File: config.mk
export PLATFORM = sky130hd
export DESIGN_NAME = reg_file_param
export DESIGN_NICKNAME = d
export VERILOG_FILES = /design/src/rtl/reg_file_pkg.sv /design/src/rtl/reg_file_sweep_ctrl.sv /design/src/rtl/reg_file_param.sv
export SDC_FILE = /design/constraint.sdc
export NUM_CORES = 1
export LEC_CHECK = 0
export CORE_MARGIN = 2
export CORE_UTILIZATION = 50
export DETAILED_ROUTE_END_ITERATION = 8
export MAX_ROUTING_LAYER = met4
export PLACE_DENSITY = 0.74
export SETUP_SLACK_MARGIN = 0.3
export SLEW_MARGIN = 5
export SYNTH_ARGS = -nofsm -noshare
export SYNTH_HDL_FRONTEND = slang
export SYNTH_SLANG_ARGS = --single-unit
File: constraint.sdc
create_clock -name CLK -period 2.78 [get_ports CLK]
set_input_delay 0.278 -clock CLK [delete_from_list [all_inputs] [get_ports CLK]]
set_output_delay 0.278 -clock CLK [all_outputs]
set_load 0.05 [all_outputs]
File: src/rtl/reg_file_pkg.sv
// Shared types and default sizing for the parametrised CPU register file.
package reg_file_pkg;

  localparam int unsigned RF_DATA_W = 8;
  localparam int unsigned RF_DEPTH  = 8;

  typedef enum logic [0:0] {
    ST_IDLE,
    ST_SWEEP
  } sweep_state_e;

endpackage

File: src/rtl/reg_file_sweep_ctrl.sv
// Background CLEAR sweep sequencer: walks the array one entry per cycle, zeroing it.
module reg_file_sweep_ctrl
  import reg_file_pkg::*;
#(
  parameter int unsigned DEPTH  = RF_DEPTH,
  parameter int unsigned ADDR_W = $clog2(DEPTH)
) (
  input  logic              CLK,
  input  logic              RESET,
  input  logic              CLEAR,
  output logic              BUSY,
  output logic              sweep_en,
  output logic [ADDR_W-1:0] sweep_addr
);

  localparam logic [ADDR_W-1:0] LastAddr = ADDR_W'(DEPTH - 1);

  sweep_state_e      state_q, state_d;
  logic [ADDR_W-1:0] cnt_q, cnt_d;

  always_ff @(posedge CLK) begin
    if (!RESET) begin
      state_q <= ST_IDLE;
      cnt_q   <= '0;
    end else begin
      state_q <= state_d;
      cnt_q   <= cnt_d;
    end
  end

  always_comb begin
    state_d = state_q;
    cnt_d   = cnt_q;
    unique case (state_q)
      ST_IDLE: begin
        if (CLEAR) begin
          state_d = ST_SWEEP;
          cnt_d   = '0;
        end
      end
      ST_SWEEP: begin
        // CLEAR is deliberately ignored here; the sweep always runs to completion.
        if (cnt_q == LastAddr) begin
          state_d = ST_IDLE;
          cnt_d   = '0;
        end else begin
          cnt_d = cnt_q + ADDR_W'(1);
        end
      end
      default: begin
        state_d = ST_IDLE;
        cnt_d   = '0;
      end
    endcase
  end

  assign BUSY       = (state_q == ST_SWEEP);
  assign sweep_en   = BUSY;
  assign sweep_addr = cnt_q;

endmodule

File: src/rtl/reg_file_param.sv
// Parametrised register file: one write port, two registered write-first read ports,
// optional hard-wired zero register and a background zeroing sweep.
module reg_file_param
  import reg_file_pkg::*;
#(
  parameter int unsigned DATA_W   = RF_DATA_W,
  parameter int unsigned DEPTH    = RF_DEPTH,
  parameter int unsigned ADDR_W   = $clog2(DEPTH),
  parameter int unsigned ZERO_REG = 0
) (
  input  logic              CLK,
  input  logic              RESET,
  input  logic [DATA_W-1:0] IN,
  input  logic [ADDR_W-1:0] INADDRESS,
  input  logic              WRITE,
  input  logic [ADDR_W-1:0] OUT1ADDRESS,
  input  logic [ADDR_W-1:0] OUT2ADDRESS,
  output logic [DATA_W-1:0] OUT1,
  output logic [DATA_W-1:0] OUT2,
  input  logic              CLEAR,
  output logic              BUSY
);

  localparam logic [ADDR_W:0] DepthExt = (ADDR_W + 1)'(DEPTH);

  logic [DATA_W-1:0] mem_q [DEPTH];
  logic [DATA_W-1:0] mem_d [DEPTH];
  logic [DATA_W-1:0] out1_q, out1_d;
  logic [DATA_W-1:0] out2_q, out2_d;
  logic              sweep_en;
  logic [ADDR_W-1:0] sweep_addr;
  logic              wr_ok;

  reg_file_sweep_ctrl #(
    .DEPTH  (DEPTH),
    .ADDR_W (ADDR_W)
  ) u_sweep_ctrl (
    .CLK        (CLK),
    .RESET      (RESET),
    .CLEAR      (CLEAR),
    .BUSY       (BUSY),
    .sweep_en   (sweep_en),
    .sweep_addr (sweep_addr)
  );

  // Entry is addressable and not the hard-wired zero register.
  function automatic logic addr_live(input logic [ADDR_W-1:0] a);
    return ({1'b0, a} < DepthExt) && !((ZERO_REG != 0) && (a == '0));
  endfunction

  assign wr_ok = WRITE && !BUSY && addr_live(INADDRESS);

  always_comb begin
    mem_d = mem_q;
    if (wr_ok) mem_d[INADDRESS] = IN;
    if (sweep_en) mem_d[sweep_addr] = '0;
    // Reads see the post-edge contents, giving write-first forwarding.
    out1_d = '0;
    out2_d = '0;
    if (addr_live(OUT1ADDRESS)) out1_d = mem_d[OUT1ADDRESS];
    if (addr_live(OUT2ADDRESS)) out2_d = mem_d[OUT2ADDRESS];
  end

  always_ff @(posedge CLK) begin
    if (!RESET) begin
      for (int i = 0; i < int'(DEPTH); i++) mem_q[i] <= '0;
      out1_q <= '0;
      out2_q <= '0;
    end else begin
      mem_q  <= mem_d;
      out1_q <= out1_d;
      out2_q <= out2_d;
    end
  end

  assign OUT1 = out1_q;
  assign OUT2 = out2_q;

endmodule

* Word level (Yosys, flattened, before mapping)
Cells that the tools add are included.
Storage, ports and cells: flip-flop bits (word level) 84, bits in latches 0, bits in writable memories 0, memory bits (read-only) 0, input port bits 21, output and inout port bits 17, logic and storage cells 51, memories 0
Operators by class: $add $sub $neg 1, multipliers 0, divide/modulo/power cells 0, magnitude comparators 6, equality and inequality tests 2, shifts and indexed selects 0, mux-type cells 19, bitwise gates (word level) 7, reduce and logical (&&, ||, !) cells 4
Operators with widths (number):
- 64-bit two-way mux | 2
- 64-bit AND | 1
- 64-bit bitwise mux | 1
- 64-bit NOT | 1
- 8-bit binary-select mux with 3-bit select | 2
- 8-bit demux with 3-bit select | 2
- 8-bit two-way mux | 6
- 4-bit >= comparator, second input constant | 4
- 3-bit NOT with 4-bit output | 4
- 4-bit by 1-bit less-than comparator with 1-bit output, second input constant | 2
- 3-bit two-way mux | 2
- 3-bit one-hot mux with 2 select lines | 1
- 3-bit by 1-bit adder with 3-bit output, second input constant | 1
- 3-bit == test, second input constant | 1
- 1-bit logical AND | 3
- 1-bit two-way mux | 2
- 2-bit inequality test, second input constant | 1
- 1-bit one-hot mux with 2 select lines | 1
- 1-bit logical NOT | 1
- 1-bit NOT | 1

* Depth between registers and ports, before layout
Gate-level depths: netlist (run 1).
depth in word-level cells 12, depth in mapped cells 8, mapped depth without buffers 6

* By module
Synthesis (run 1) repeated with hierarchy kept, for this count alone.
Second synthesis, totals: cells, all modules 571, area total of the unflattened synthesis 4678.2 um^2
Modules (own cells, without submodules):
- reg_file_param | times used 1, cells an instance 552, area an instance 4476.8 um^2
- reg_file_sweep_ctrl | times used 1, cells an instance 19, area an instance 201.4 um^2

* Worst setup path before layout (run 1)
OpenSTA, ideal clock, no wires.
path type register -> register, start register u_sweep_ctrl.state_q (netlist: u_sweep_ctrl.BUSY), end register out2_q[6] (netlist: OUT2[6]), data arrival time 1.975 ns, path slack 0.680 ns, stages on the path, launching flop included 9, buffers on the path 2, period minus slack after synthesis 2.100 ns, cells stage by stage dfxtp_1 > nand2b_1 > buf_2 > nand2b_1 > buf_6 > mux2i_1 > nor2_1 > a2111oi_2 > nor3_1
Between the ends: cells in the longest elaborated chain, start to end 8
Ends and longest elaborated chain:
- from (decl) | RTL line reg_file_sweep_ctrl.sv:18 | sweep_state_e state_q, state_d;
- from (signal assigned) | RTL line reg_file_sweep_ctrl.sv:26 | state_q <= state_d;
- 1-bit logical NOT | RTL line reg_file_param.sv:51 | assign wr_ok = WRITE && !BUSY && addr_live(INADDRESS);
- 1-bit logical AND | RTL line reg_file_param.sv:51
- 64-bit two-way mux | RTL line reg_file_param.sv:55 | if (wr_ok) mem_d[INADDRESS] = IN;
- 64-bit AND (no line)
- 64-bit two-way mux * | RTL line reg_file_param.sv:56 | if (sweep_en) mem_d[sweep_addr] = '0;
- 8-bit binary-select mux with 3-bit select * | RTL line reg_file_param.sv:61 | if (addr_live(OUT2ADDRESS)) out2_d = mem_d[OUT2ADDRESS];
- 8-bit two-way mux (implied by the code) * (2 in series) | RTL line reg_file_param.sv:61
- to (signal assigned) | RTL line reg_file_param.sv:72 | out2_q <= out2_d;
- to (decl) | RTL line reg_file_param.sv:29 | logic [DATA_W-1:0] out2_q, out2_d;
Every way passes the cells marked *; elsewhere a longest branch is shown, timed or not. The select of a mux whose other input is x is not followed. A chain may end at the register's enable or synchronous reset.

* Final worst setup path (run 1)
start input INADDRESS[2], end register out2_q[4] (netlist: OUT2[4])
Between the ends: cells in the longest elaborated chain, start to end 12
Ends and longest elaborated chain:
- from (decl) | RTL line reg_file_param.sv:14 | input logic [ADDR_W-1:0] INADDRESS,
- 3-bit NOT with 4-bit output (implied by the code) * | RTL line reg_file_param.sv:55
- 4-bit >= comparator (implied by the code) or 4-bit by 1-bit less-than comparator with 1-bit output (tied branches) | RTL line reg_file_param.sv:55
- 1-bit logical AND (implied by the code) | RTL line reg_file_param.sv:55
- 8-bit two-way mux (implied by the code) | RTL line reg_file_param.sv:55
- 8-bit demux with 3-bit select * | RTL line reg_file_param.sv:55
- 64-bit bitwise mux * | RTL line reg_file_param.sv:55
- 64-bit two-way mux * | RTL line reg_file_param.sv:55
- 64-bit AND (no line)
- 64-bit two-way mux * | RTL line reg_file_param.sv:56
- 8-bit binary-select mux with 3-bit select * | RTL line reg_file_param.sv:61
- 8-bit two-way mux (implied by the code) * (2 in series) | RTL line reg_file_param.sv:61
Marks and branches as above.

==> results of run 1 <==
where the power goes:
group          leakage, nW  switching [mW]  total (mW)  internal, mW
Sequential           0.682          0.0159        1.25          1.23
Clock                0.106           0.463       0.928         0.465
Combinational         1.06           0.261       0.400         0.138
Total                 1.85           0.740        2.58          1.84
worst min-delay path: stages (launching register included):
cell and delay [ns]:
dfxtp_1 0.32, mux2i_1 0.07, nor2_1 0.10
cell usage after synthesis, types with 2 or more instances:
library cell | instances | area [um2]
nand3_1 | 12 | 60.1
buf_4 | 3 | 22.5
and4bb_2 | 2 | 25.0
a211oi_1 | 4 | 30.0
o221ai_1 | 7 | 61.3
clkbuf_1 | 16 | 60.1
o2111ai_1 | 4 | 35.0
inv_1 | 5 | 18.8
nor3b_1 | 4 | 30.0
mux2i_1 | 61 | 611
nand3b_1 | 2 | 15.0
buf_6 | 3 | 33.8
dfxtp_1 | 84 | 1680
nand2_1 | 32 | 120
a21boi_0 | 2 | 15.0
o31ai_1 | 3 | 22.5
and2_1 | 2 | 12.5
o21ai_0 | 15 | 75.1
nand4b_1 | 3 | 26.3
buf_2 | 5 | 25.0
clkbuf_2 | 2 | 10.0
ha_1 | 2 | 25.0
nand2b_1 | 6 | 37.5
o21bai_1 | 2 | 15.0
o32ai_1 | 12 | 105
a21oi_1 | 9 | 45.0
o22ai_1 | 31 | 194
or3_1 | 5 | 31.3
o211ai_1 | 5 | 37.5
nor2b_1 | 6 | 37.5
nor3_1 | 21 | 105
nor2_1 | 93 | 349
nor2_4 | 3 | 33.8
a221oi_1 | 2 | 17.5
sequential cells by signal (all words and copies together), names as in the netlist:
register and cells:
u_sweep_ctrl.sweep_addr 3, mem_q 64, OUT1 8, u_sweep_ctrl.BUSY 1, OUT2 8
cell type report:
class / instances / area (um2) / area share [%]
clock buffers: 11 / 151 / 3.12
clock inverters: 5 / 60.1 / 1.24
inverters: 5 / 18.8 / 0.387
multi-input cells: 361 / 2300 / 47.5
flip-flops and latches: 84 / 1680 / 34.7
well taps: 105 / 131 / 2.71
repair buffers: 55 / 505 / 10.4
per-layer routing:
layer  wire (um)  track usage (%)  vias up  share of wire, %
met3         925             4.82       27               7.4
met4         315             12.9        0               2.5
met2        5760             46.2      180                46
met1        5420             38.5     1837                44
li1            -                -     1834                 -
met5           0                -        -                 0
through the flow:
stage               setup slack [ns]  instances
finish                         0.482        626
global route                   0.359        626
CTS                            0.501        626
detailed placement             0.107        610
global placement               0.131        610
floorplan                      0.680        482
cells by family (layout without fill, tap and decap cells):
group | count (synthesis) | in the layout | share of synthesized area (%)
multiplexers | 62 | 62 | 14.9
adder cells (fa/ha/maj) | 2 | 2 | 0.599
buffers and inverters | 37 | 76 | 4.67
flip-flops | 84 | 84 | 40.2
AND/OR/NAND/NOR | 198 | 198 | 23.3
AO/OA/AOI/OAI | 99 | 99 | 16.3
how the worst max path moves through the flow:
| stage | end | cells past startpoint |
|---|---|---|
| after detailed placement | OUT2[4] | 7 |
| after floorplan | OUT2[6] | 8 |
| final | OUT2[4] | 7 |
| after CTS | OUT2[4] | 7 |
| after global placement | OUT2[4] | 7 |
| after global routing | OUT2[4] | 7 |
==> impl_metrics.json, run 1 <==
{
  "hold_ws_ns": 0.515,
  "cp_num_buf_inv": 1,
  "min-delay-start": "mem_q[54]",
  "path_cells": "clkdlybuf4s50_1, nand3_1, or3_1, mux2i_1, o21ai_0, o31ai_1, a211oi_1",
  "clockBufferDepth": 2,
  "antennaDiodeCount": 0,
  "wirelength_mm": 12.4,
  "place_hpwl_mm": 9.05,
  "avgSynthCellArea_um2": 8.67,
  "rsz0062_at_grt": "false",
  "grt_start_max_net_pins": 24,
  "layout.nets": 539,
  "io_buffers": 37,
  "yosysWarnings": 0,
  "syn_nets": 505,
  "critPathLaunch": "INADDRESS[2]",
  "antenna_found_initial": 0,
  "drc": 0,
  "via_count": 3878,
  "stdcell_area_um2": 4850,
  "worst_pin_slew_ns": 0.585,
  "critPathKind": "input port to flop",
  "fmax_mhz": 435,
  "ys.flop_type": "dfxtp_1",
  "timing.final.crit_share_pct": 82.7,
  "grt_pass1_wl_mm": 19.6,
  "timing.final.crit_period_ns": 2.30,
  "mostFrequentLayoutCell": "nor2_1",
  "tns_ns": 0,
  "dr.first_iter.drc_count": 312,
  "ys_seq_area_share_pct": 40.2,
  "wl_per_cell_um": 19.8,
  "power.density_nw_per_um2": 531,
  "dr.pass1.iters": 5,
  "ys_ff_latch": 84,
  "ys_types": 48,
  "rrSetupSlack_ns": 0.52,
  "required_ns": 3.02,
  "cts_hold_buf": 0,
  "fin_util_pct": 59.3,
  "cts_tree": "done",
  "critPathTopFamily": "simple AND/OR/NAND/NOR gates",
  "cts_buffers": 9,
  "max-cap-violations": 0,
  "syn_area_um2": 4180,
  "crit_slowest_cell": "or3_1",
  "hold_class": "flop to flop",
  "dpl_cell_area_um2": 4640,
  "cp-end-kind": "flop",
  "core_area_um2": 8180,
  "area_growth_pct": 16.1,
  "clk_pin_slew_ns": 0.09,
  "start_kind": "input port",
  "finalHoldViolCount": 0,
  "cellLeakagePower_nw": 1.85,
  "power_mw": 2.58,
  "synth_edf_count": 0,
  "gr-usage-all-layers_pct": 29.8,
  "postRouteAntennaNets": 0,
  "crit_fanout": 10,
  "grt-ovfl-total": 0,
  "async_reset_ff_share_pct": 0,
  "num_rows": 33,
  "peakVddDrop_uv": 274,
  "die_w_um": 95.4,
  "place_congestion": 0.915,
  "slew_headroom_pct": 61.0,
  "viasPerCell": 6.19,
  "hold_end": "mem_q[54]",
  "synth_cells": 482,
  "reg2reg_to": "OUT2[4]",
  "r2r_cells": 6,
  "initial_core_util_pct": 51.1,
  "cts-root-buf": "clkbuf_8",
  "finClkSkew_ns": 0.0130,
  "hold_depth": 2,
  "cts_setup_buffers": 0,
  "r2r_start": "u_sweep_ctrl.BUSY",
  "worst_skew_pair.late_latency_ns": 0.38,
  "drive_gt1_share_pct": 8.64,
  "fp.dieArea_um2": 9100,
  "ios": 38,
  "die_h_um": 95.4,
  "setup_violations": 0,
  "cpPeakStageDelay_ns": 0.60,
  "numClockSinks": 84,
  "ctsResizeCount": 0,
  "htree_levels": 3,
  "finalMaxSlewViolations": 0,
  "status": "complete, no violations",
  "grt_pass1_vias": 3720,
  "mostFrequentLayoutCells": "93 x nor2_1, 84 x dfxtp_1, 61 x mux2i_1",
  "worst_ep_arrival_time_ns": 2.54,
  "fillers": 766
}
No activity file was read; power rests on OpenSTA's default activity.
==> inputs of run 2 (changes only) <==
PLACE_DENSITY = 0.77   (was 0.74)
clock period = 1.85 ns   (was 2.78 ns; I/O delays follow)
==> run 2 against run 1 <==
Against the previous run:
- clock-buffer cell count down 1
- clock power is 47% higher
- combinational power rose to 2.6 times the previous value
- die area did not move
- setup slack worse by 0.66 ns
- non-clock buffer count is 159 higher
- global-route usage grew 8.6 points
- final cell count grew 25%
- the flow now finishes with violations (negative setup slack)
- largest power group unchanged
- routed wire length increased by 61%
- clock skew hardly changed
- via count increased by 35%
- core utilization increased by 28 points
==> impl_metrics.json, run 2 (synthesis gave the netlist of run 1 again) <==
{
  "status": "complete, but fails checks",
  "violations": "negative setup slack",
  "fp.dieArea_um2": 9100,
  "grt_pass1_wl_mm": 25.0,
  "antennaDiodeCount": 0,
  "fillers": 382,
  "num_rows": 33,
  "dr.first_iter.drc_count": 519,
  "top_layer": "met4",
  "drive_gt1_share_pct": 48.8,
  "place_hpwl_mm": 11.0,
  "required_ns": 2.15,
  "largest_reg_flops": 64,
  "wl_met1_mm": 7.23,
  "r2r_start": "u_sweep_ctrl.BUSY",
  "viasPerCell": 6.68,
  "setup_slack_ns": -0.180,
  "crit_fanout": 9,
  "crit_slowest_cell": "a21boi_0",
  "hold_depth": 2,
  "top_register": "mem_q",
  "cts-root-buf": "clkbuf_8",
  "max-cap-violations": 0,
  "ios": 38,
  "finalMaxSlewViolations": 0,
  "grt-ovfl-total": 0,
  "hold_ws_ns": 0.542,
  "reg2reg_to": "OUT2[7]",
  "r2r_cells": 7,
  "worst_pin_slew_ns": 0.928,
  "initial_core_util_pct": 51.1,
  "timing.final.crit_period_ns": 2.03,
  "worst_skew_pair.late_latency_ns": 0.37,
  "wl_per_cell_um": 25.5,
  "postRouteAntennaNets": 0,
  "finalHoldViolCount": 0,
  "grt_pass1_vias": 4643,
  "die_w_um": 95.4,
  "cts_buffers": 9,
  "place_congestion": 0.951,
  "min-delay-start": "mem_q[50]",
  "htree_levels": 3,
  "final_cells": 785,
  "layout.nets": 698,
  "worst_ep_arrival_time_ns": 2.33,
  "wirelength_mm": 20.0,
  "cpPeakStageDelay_ns": 0.78,
  "slew_headroom_pct": 37.6,
  "rsz0062_at_grt": "true",
  "die_h_um": 95.4,
  "peakVddDrop_uv": 495,
  "cp_num_buf_inv": 3,
  "critPathKind": "input port to flop",
  "rrSetupSlack_ns": -0.10,
  "area_growth_pct": 71.0,
  "hold_end": "mem_q[50]",
  "timing.final.crit_share_pct": 110,
  "clk_pin_slew_ns": 0.10,
  "numClockSinks": 84,
  "met2RoutedLength_mm": 9.12,
  "fmax_mhz": 493,
  "power.density_nw_per_um2": 598,
  "finClkSkew_ns": 0.0127,
  "mostFrequentLayoutCells": "131 x buf_4, 82 x nor2_1, 81 x dfxtp_1",
  "grt_start_max_net_pins": 29,
  "hold_class": "flop to flop",
  "io_buffers": 37,
  "fin_util_pct": 87.4,
  "dr.pass1.iters": 5,
  "wl_met3_mm": 2.12,
  "cellLeakagePower_nw": 2.86,
  "cp-end-kind": "flop",
  "mostFrequentLayoutCell": "buf_4",
  "clockBufferDepth": 2,
  "cts_tree": "done",
  "drc": 0,
  "via_count": 5242,
  "setup_violations": 12,
  "path_cells": "clkdlybuf4s50_1, buf_4, buf_4, nor2_1, a21boi_0, nor2_1, a21oi_1",
  "critPathTopFamily": "compound AO/OA/AOI/OAI gates",
  "critPathLaunch": "OUT2ADDRESS[1]",
  "core_area_um2": 8180,
  "start_kind": "input port",
  "dp_cells": 732,
  "antenna_found_initial": 0,
  "gr-usage-all-layers_pct": 38.4
}
==> run 2: cell count changes in the layout (fill, tap and decap cells not counted), sizes merged <==
cell | previous run | this run
clkinv | 3 | 1
inv | 5 | 9
buf | 18 | 178
clkbuf | 11 | 10
bufinv | 1 | 0
dlygate4sd2 | 0 | 20
clkdlybuf4s50 | 37 | 16
==> run 2: how the worst max path moves through the flow <==
stage,to,slack (ns),cells past startpoint
2_1_floorplan,OUT2[6],0.11,8
3_3_place_gp,OUT2[6],-0.59,8
3_5_place_dp,OUT2[6],-0.59,8
4_1_cts,OUT2[6],0.02,7
5_1_grt,OUT1[7],-0.15,8
6_report,OUT2[5],-0.18,7
==> run 2: tightest hold or removal path, stage by stage (launching register included) <==
cell	delay, ns
dfxtp_1	0.33
mux2i_1	0.09
nor2_1	0.10
==> run 2: power breakdown <==
group	switching (mW)	total, mW	internal, mW
Combinational	0.596	1.03	0.434
Clock	0.809	1.36	0.552
Sequential	0.0304	1.89	1.85
==> run 2: final cells by class <==
class	instances	area [um2]	area share, %
Clock buffer	10	138	1.93
Clock inverter	6	53.8	0.753
Inverter	5	18.8	0.263
Multi-Input combinational cell	361	3210	45.0
Sequential cell	84	1690	23.6
Tap cell	105	131	1.84
Timing Repair Buffer	214	1900	26.6
==> run 2: what timing repair did <==
action	4_1_cts	5_1_grt
hold buffers	0	0
setup buffers	17	20
resized for setup	117	119
setup endpoints to repair	64	57
pin swaps	21	34
==> run 2: metal layers <==
layer  up-vias  track usage, %
met5         -               -
li1       2160               -
met2       484            62.9
met1      2423            46.3
met4         0            18.7
met3       175            5.85
==> run 2: stage by stage <==
stage | worst slack [ns] | instance area (um2) | total power, mW | setup TNS, ns
finish | -0.180 | 7150 | 4.28 | -0.913
global route | -0.149 | 7150 | 4.36 | -1.06
CTS | 0.0180 | 6440 | 4.03 | 0
detailed placement | -0.589 | 5660 | 2.68 | -10.35
global placement | -0.589 | 5660 | 2.67 | -8.91
floorplan | 0.114 | 4250 | 2.31 | 0
